$ cat config.mk
export PLATFORM = sky130hd
export DESIGN_NAME = mult_sequencer
export DESIGN_NICKNAME = d
export VERILOG_FILES = /design/src/rtl/mult_sequencer.sv
export SDC_FILE = /design/constraint.sdc
export NUM_CORES = 1
export LEC_CHECK = 0
export ABC_CLOCK_PERIOD_IN_PS = 2500
export BUFFER_PORTS_ARGS = -buffer_cell sky130_fd_sc_hd__clkbuf_2
export CORE_ASPECT_RATIO = 1.2
export CORE_MARGIN = 10
export CORE_UTILIZATION = 45
export CTS_CLUSTER_SIZE = 16
export DETAILED_ROUTE_END_ITERATION = 10
export GPL_ROUTABILITY_DRIVEN = 0
export PLACE_DENSITY = 0.77
export SYNTH_ARGS = -nofsm -noshare
export SYNTH_HDL_FRONTEND = slang
export SYNTH_SLANG_ARGS = --single-unit
export TNS_END_PERCENT = 10
$ cat constraint.sdc
create_clock -name Clk -period 2.5 [get_ports Clk]
set_input_delay 0.375 -clock Clk [delete_from_list [all_inputs] [get_ports Clk]]
set_output_delay 0.375 -clock Clk [all_outputs]
set_load 0.005 [all_outputs]
$ cat src/rtl/mult_sequencer.sv
// mult_sequencer: 8-bit signed shift-add multiplier sequencer.
// Produces the 16-bit two's-complement product {A,B} of a latched multiplicand
// S and multiplier B in 8 add/shift iterations. The last iteration subtracts
// S because B's original bit 7 carries negative weight.
module mult_sequencer (
  input  logic       Clk,
  input  logic       Reset,
  input  logic       Run,
  input  logic       ClearA_LoadB,
  input  logic [7:0] Sw,
  output logic [7:0] Aval,
  output logic [7:0] Bval,
  output logic       Xval,
  output logic       busy,
  output logic       done
);

  typedef enum logic [1:0] {
    ST_IDLE  = 2'd0,
    ST_ADD   = 2'd1,
    ST_SHIFT = 2'd2,
    ST_DONE  = 2'd3
  } state_t;

  state_t      r_state;
  state_t      w_next_state;

  logic        r_x;
  logic [7:0]  r_a;
  logic [7:0]  r_b;
  logic [7:0]  r_s;
  logic [2:0]  r_k;
  logic        r_busy;
  logic        r_done;

  logic        w_sub;
  logic        w_last;
  logic [8:0]  w_opnd;
  logic [8:0]  w_sum;

  assign w_last = (r_k == 3'd7);
  assign w_sub  = w_last;

  // 9-bit sign-extended add, or subtract (invert + carry-in) on the last step
  always_comb begin
    w_opnd = {r_s[7], r_s};
    if (w_sub) begin
      w_opnd = ~w_opnd;
    end
    w_sum = {r_a[7], r_a} + w_opnd + {8'd0, w_sub};
  end

  // State register
  always_ff @(posedge Clk) begin
    if (Reset) begin
      r_state <= ST_IDLE;
    end else begin
      r_state <= w_next_state;
    end
  end

  // Next-state logic; ClearA_LoadB outranks Run in IDLE
  always_comb begin
    w_next_state = r_state;
    case (r_state)
      ST_IDLE: begin
        if (!ClearA_LoadB && Run) begin
          w_next_state = ST_ADD;
        end
      end
      ST_ADD: begin
        w_next_state = ST_SHIFT;
      end
      ST_SHIFT: begin
        if (w_last) begin
          w_next_state = ST_DONE;
        end else begin
          w_next_state = ST_ADD;
        end
      end
      ST_DONE: begin
        if (!Run) begin
          w_next_state = ST_IDLE;
        end
      end
      default: begin
        w_next_state = ST_IDLE;
      end
    endcase
  end

  // Datapath registers X, A, B, latched multiplicand S and iteration counter k
  always_ff @(posedge Clk) begin
    if (Reset) begin
      r_x <= 1'b0;
      r_a <= '0;
      r_b <= '0;
      r_s <= '0;
      r_k <= '0;
    end else begin
      case (r_state)
        ST_IDLE: begin
          if (ClearA_LoadB) begin
            r_x <= 1'b0;
            r_a <= '0;
            r_b <= Sw;
          end else if (Run) begin
            r_s <= Sw;
            r_x <= 1'b0;
            r_a <= '0;
            r_k <= '0;
          end
        end
        ST_ADD: begin
          if (r_b[0]) begin
            r_x <= w_sum[8];
            r_a <= w_sum[7:0];
          end
        end
        ST_SHIFT: begin
          r_a <= {r_x, r_a[7:1]};
          r_b <= {r_a[0], r_b[7:1]};
          if (!w_last) begin
            r_k <= r_k + 3'd1;
          end
        end
        default: begin
        end
      endcase
    end
  end

  // Status flags registered from the next state so they align with r_state
  always_ff @(posedge Clk) begin
    if (Reset) begin
      r_busy <= 1'b0;
      r_done <= 1'b0;
    end else begin
      r_busy <= (w_next_state == ST_ADD) || (w_next_state == ST_SHIFT);
      r_done <= (w_next_state == ST_DONE);
    end
  end

  assign Aval = r_a;
  assign Bval = r_b;
  assign Xval = r_x;
  assign busy = r_busy;
  assign done = r_done;

endmodule

==> impl.org <==
** Clock network
- # clock sinks :: 32
- The root buffer cell chosen for the clock tree is clkbuf_8.
- TritonCTS clock tree :: yes
- Level count of the clock H-tree :: 2
- Post-CTS timing repair inserted 0 buffers for setup.
- At the later pin of the worst-skew pair, clock insertion delay measures 0.30 ns.
- Total CTS buffers :: 5
- In this run the deepest clock path goes through 2 buffers.
- Hold bufs inserted after CTS :: 0
- Gates resized during post-CTS repair numbered 3.
- Clock-pin slew was measured on the worst setup and hold paths at 0.08 ns.

** Finish
- The post-route netlist has 24.9% of its cells at a drive strength greater than 1.
- Flip-flop and latch area :: 641 um^2
- In the final layout, the multi-input gates occupy 1230 um^2.
- Nets :: 284
- The repair_antennas step left the layout with diodes totalling 0.
- The layout has 385 filler cells.
- Compared with the post-synthesis result, the final layout area differs by 22.7%.
- Utilization of the core after routing :: 58.0%

** GRT
- All-Layer GR Usage :: 13.6%
- The initial antenna violation count came to 0.
- Maximum number of pins on one net before global-route repair :: 18
- Global routing finished with a remaining overflow of 0.
- The first global-routing pass estimated 8.22 mm of wire.
- Vias in the first global route :: 1,739

** Setup path
- The endpoint identified for the worst register-to-register timing path is Aval[6].
- Worst endpoint required time :: 2.70 ns
- The startpoint identified for the worst register-to-register timing path is r_k[0].
- Critical path data arrival time :: 2.60 ns
- Maximum fanout count along the critical path :: 4
- Setup slack on the worst reg-to-reg path comes out at 0.10 ns.
- Kind of launch point of the worst setup path :: register
- Kind of critical path :: reg2reg
- Cell depth of the worst flop-to-flop path :: 9
- Nature of the critical path endpoint :: register

** Floorplan
- In this run the vertical extent of the chip is 91.1 um.
- Die span in x :: 79.2 um
- CORE AREA :: 4000 um^2
- Number of rows in the core area :: 25
- During I/O placement, the number of pins put on the boundary was 31.
- Die Footprint :: 7220 um^2
- Starting utilization of the core area :: 47.3%

** Power and ir drop
- In this run the power spent charging and discharging nets is 0.000341 W.
- Switching share of power :: 27.4%
- VDD sags by at most 0.000457 V.
- Total design power :: 0.00124 W
- In this run the static leakage power is 1.06 nW.
- Sequential cells account for 44.5% of the total power.
- Logic pwr share :: 14.3%
- Internal power summed over all cells :: 0.000902 W
- In this run, the clock network consumes 41.2% of the power.
- Total power density per cell area :: 535 nW/um^2

** Min path
- In this run the most critical hold path is launched from Sw[4].
- The worst hold path belongs to the class in2reg.
- Worst hold endpoint :: r_s[4]
- The worst hold path passes through 3 cells.

** Timing
- For the final database, setup skew stands at 0.00895 ns.
- The worst path needs 2.40 ns of the cycle, external delays included.
- For this run, the top clock speed supported by timing is 417 MHz.
- Final Hold Slack :: 0.335 ns
- The hold violation total from the final report is 0.
- The number of pins exceeding their max-slew limit in the final report is 0.
- The final critical path takes up 95.9% of the cycle.
- Transition time of the tightest slew-check pin :: 0.599 ns
- RSZ-0062 raised after global routing :: true
- Max-Slew Margin vs Limit :: 60.0%
- Setup violations remaining at the end of the flow were counted as 0.

** Yosys
- Yosys warning total :: 0
- Counting flops with a built-in enable in the synthesized netlist gives 0.
- Sequential cell area fraction in the yosys report :: 33.8%
- In the synthesized netlist the dominant register cell turns out to be dfxtp_1.
- In this run the mean area of a mapped cell was 8.65 um^2.
- Share of flip-flops with an asynchronous set or reset :: 0%
- Post-synth design cell area :: 1890 um^2
- Largest cells by area after synthesis :: dfxtp_1 (34%), ha_1 (9.9%), mux2i_1 (8.5%), nor2_1 (6.1%), xor2_1 (4.2%)
- Proportion of netlist area held by the largest area contributor :: 33.8%
- The synthesized design spends more area on one cell type than any other, namely dfxtp_1.
- Library cells used by synthesis :: 46
- Syn_nets :: 247
- Counting every instance in the synthesized netlist gives 219.
- Yosys instantiated no cell more often than dfxtp_1.
- Counting instances in the post-synthesis netlist gives the leading cell types as dfxtp_1 (32), nor2_1 (31), nand2_1 (19), mux2i_1 (16), ha_1 (15).
- The synthesized design contains 32 register bits.

** Drt
- Drc violations :: 0
- In this run the remaining antenna-violating nets after routing total 0.
- Detailed-route vias per instance :: 5.49
- After detailed routing, the total wire length is 4.82 mm.
- Starting DRT DRC Count :: 118
- Summing over every cut layer, the via total after detailed routing is 1,706.
- In the final routed layout, each cell accounts on average for 15.5 um.
- First-pass iteration count of the detailed router :: 4

** Status
- The run finished with clean final reports.

** Placement
- After legalization and detailed placement, the total HPWL measured 3.63 mm.
- Input and output buffers added on the ports amount to 30.

** Run
- The tool flagged a number of max-cap violations equal to 0.
stage by stage:
step	worst slack, ns	cell area, um^2	TNS [ns]	std cells
floorplan	0.0575	1890	0	219
global placement	0.0630	2140	0	303
detailed placement	-0.0120	2140	-0.0120	303
CTS	0.00741	2260	0	311
global route	0.00339	2320	0	311
finish	0.102	2320	0	311
cell families (layout without fill, tap and decap cells):
kind of cell    after synthesis  after routing  share of synthesized area, %
buf+inv                      20             58                          4.76
xor+xnor                     10             10                          4.62
flops                        32             32                          33.8
mux                          18             18                          9.78
compound gates               49             49                          18.1
simple gates                 74             74                          18.0
fa+ha+maj                    16             16                          11.0
registers in the layout, summed over array words and instances, names as in the netlist:
signal   flops
busy         1
Xval         1
r_state      2
r_s          8
Aval         8
Bval         8
done         1
r_k          3
critical path, cell delays in order (launching register included):
cell and delay (ns):
dfxtp_1 0.31, ha_1 0.22, ha_4 0.20, xor2_1 0.15, ha_1 0.36, o211ai_1 0.18
a21oi_1 0.07, or3_1 0.34, a32o_1 0.25, a22o_1 0.22
area by class of cell:
| cell class | instances | area share, % |
|---|---|---|
| Timing Repair Buffer | 41 | 10.2 |
| Multi-Input combinational cell | 167 | 53.1 |
| Clock inverter | 3 | 1.83 |
| Tap cell | 54 | 2.91 |
| Inverter | 9 | 1.45 |
| Clock buffer | 5 | 2.96 |
| Sequential cell | 32 | 27.6 |
power by group through the flow:
stage	combinational [W]	clock (W)	sequential (W)
6_report	0.000177	0.000512	0.000554
5_1_grt	0.000198	0.000540	0.000556
4_1_cts	0.000174	0.000516	0.000553
3_5_place_dp	0.000172	0	0.000564
3_3_place_gp	0.000168	0	0.000563
2_1_floorplan	0.000112	0	0.000561
per-layer routing:
metal  wire, um  vias up  GRT usage [%]
met5          0        -              0
met4        126        0           5.99
met3        304       14           4.73
met2       2340       57           22.3
met1       2050      788           15.4
li1           -      847              -
cell usage in the layout (no fill, tap or decap), drive strengths merged, types with 2 or more instances in the layout:
cell,n
a31oi,2
a22oi,4
mux2i,17
nor2b,5
a211oi,8
inv,9
nand3,5
nand2,19
o21ai,9
buf,11
clkbuf,35
a22o,3
or3,2
ha,15
nor3b,3
a221oi,2
dfxtp,32
nor2,31
a21oi,11
xor2,9
nand2b,4
worst max-delay path by stage:
stage                start      end  slack (ns)
floorplan           r_k[0]  Aval[6]        0.06
global placement    r_k[0]  Aval[6]        0.06
detailed placement  r_k[0]  Aval[6]       -0.01
CTS                 r_k[0]  Aval[6]       0.007
global route        r_k[1]  Aval[7]       0.003
finish              r_k[0]  Aval[6]        0.10
Note: power is estimated with default switching activity, not from simulation.
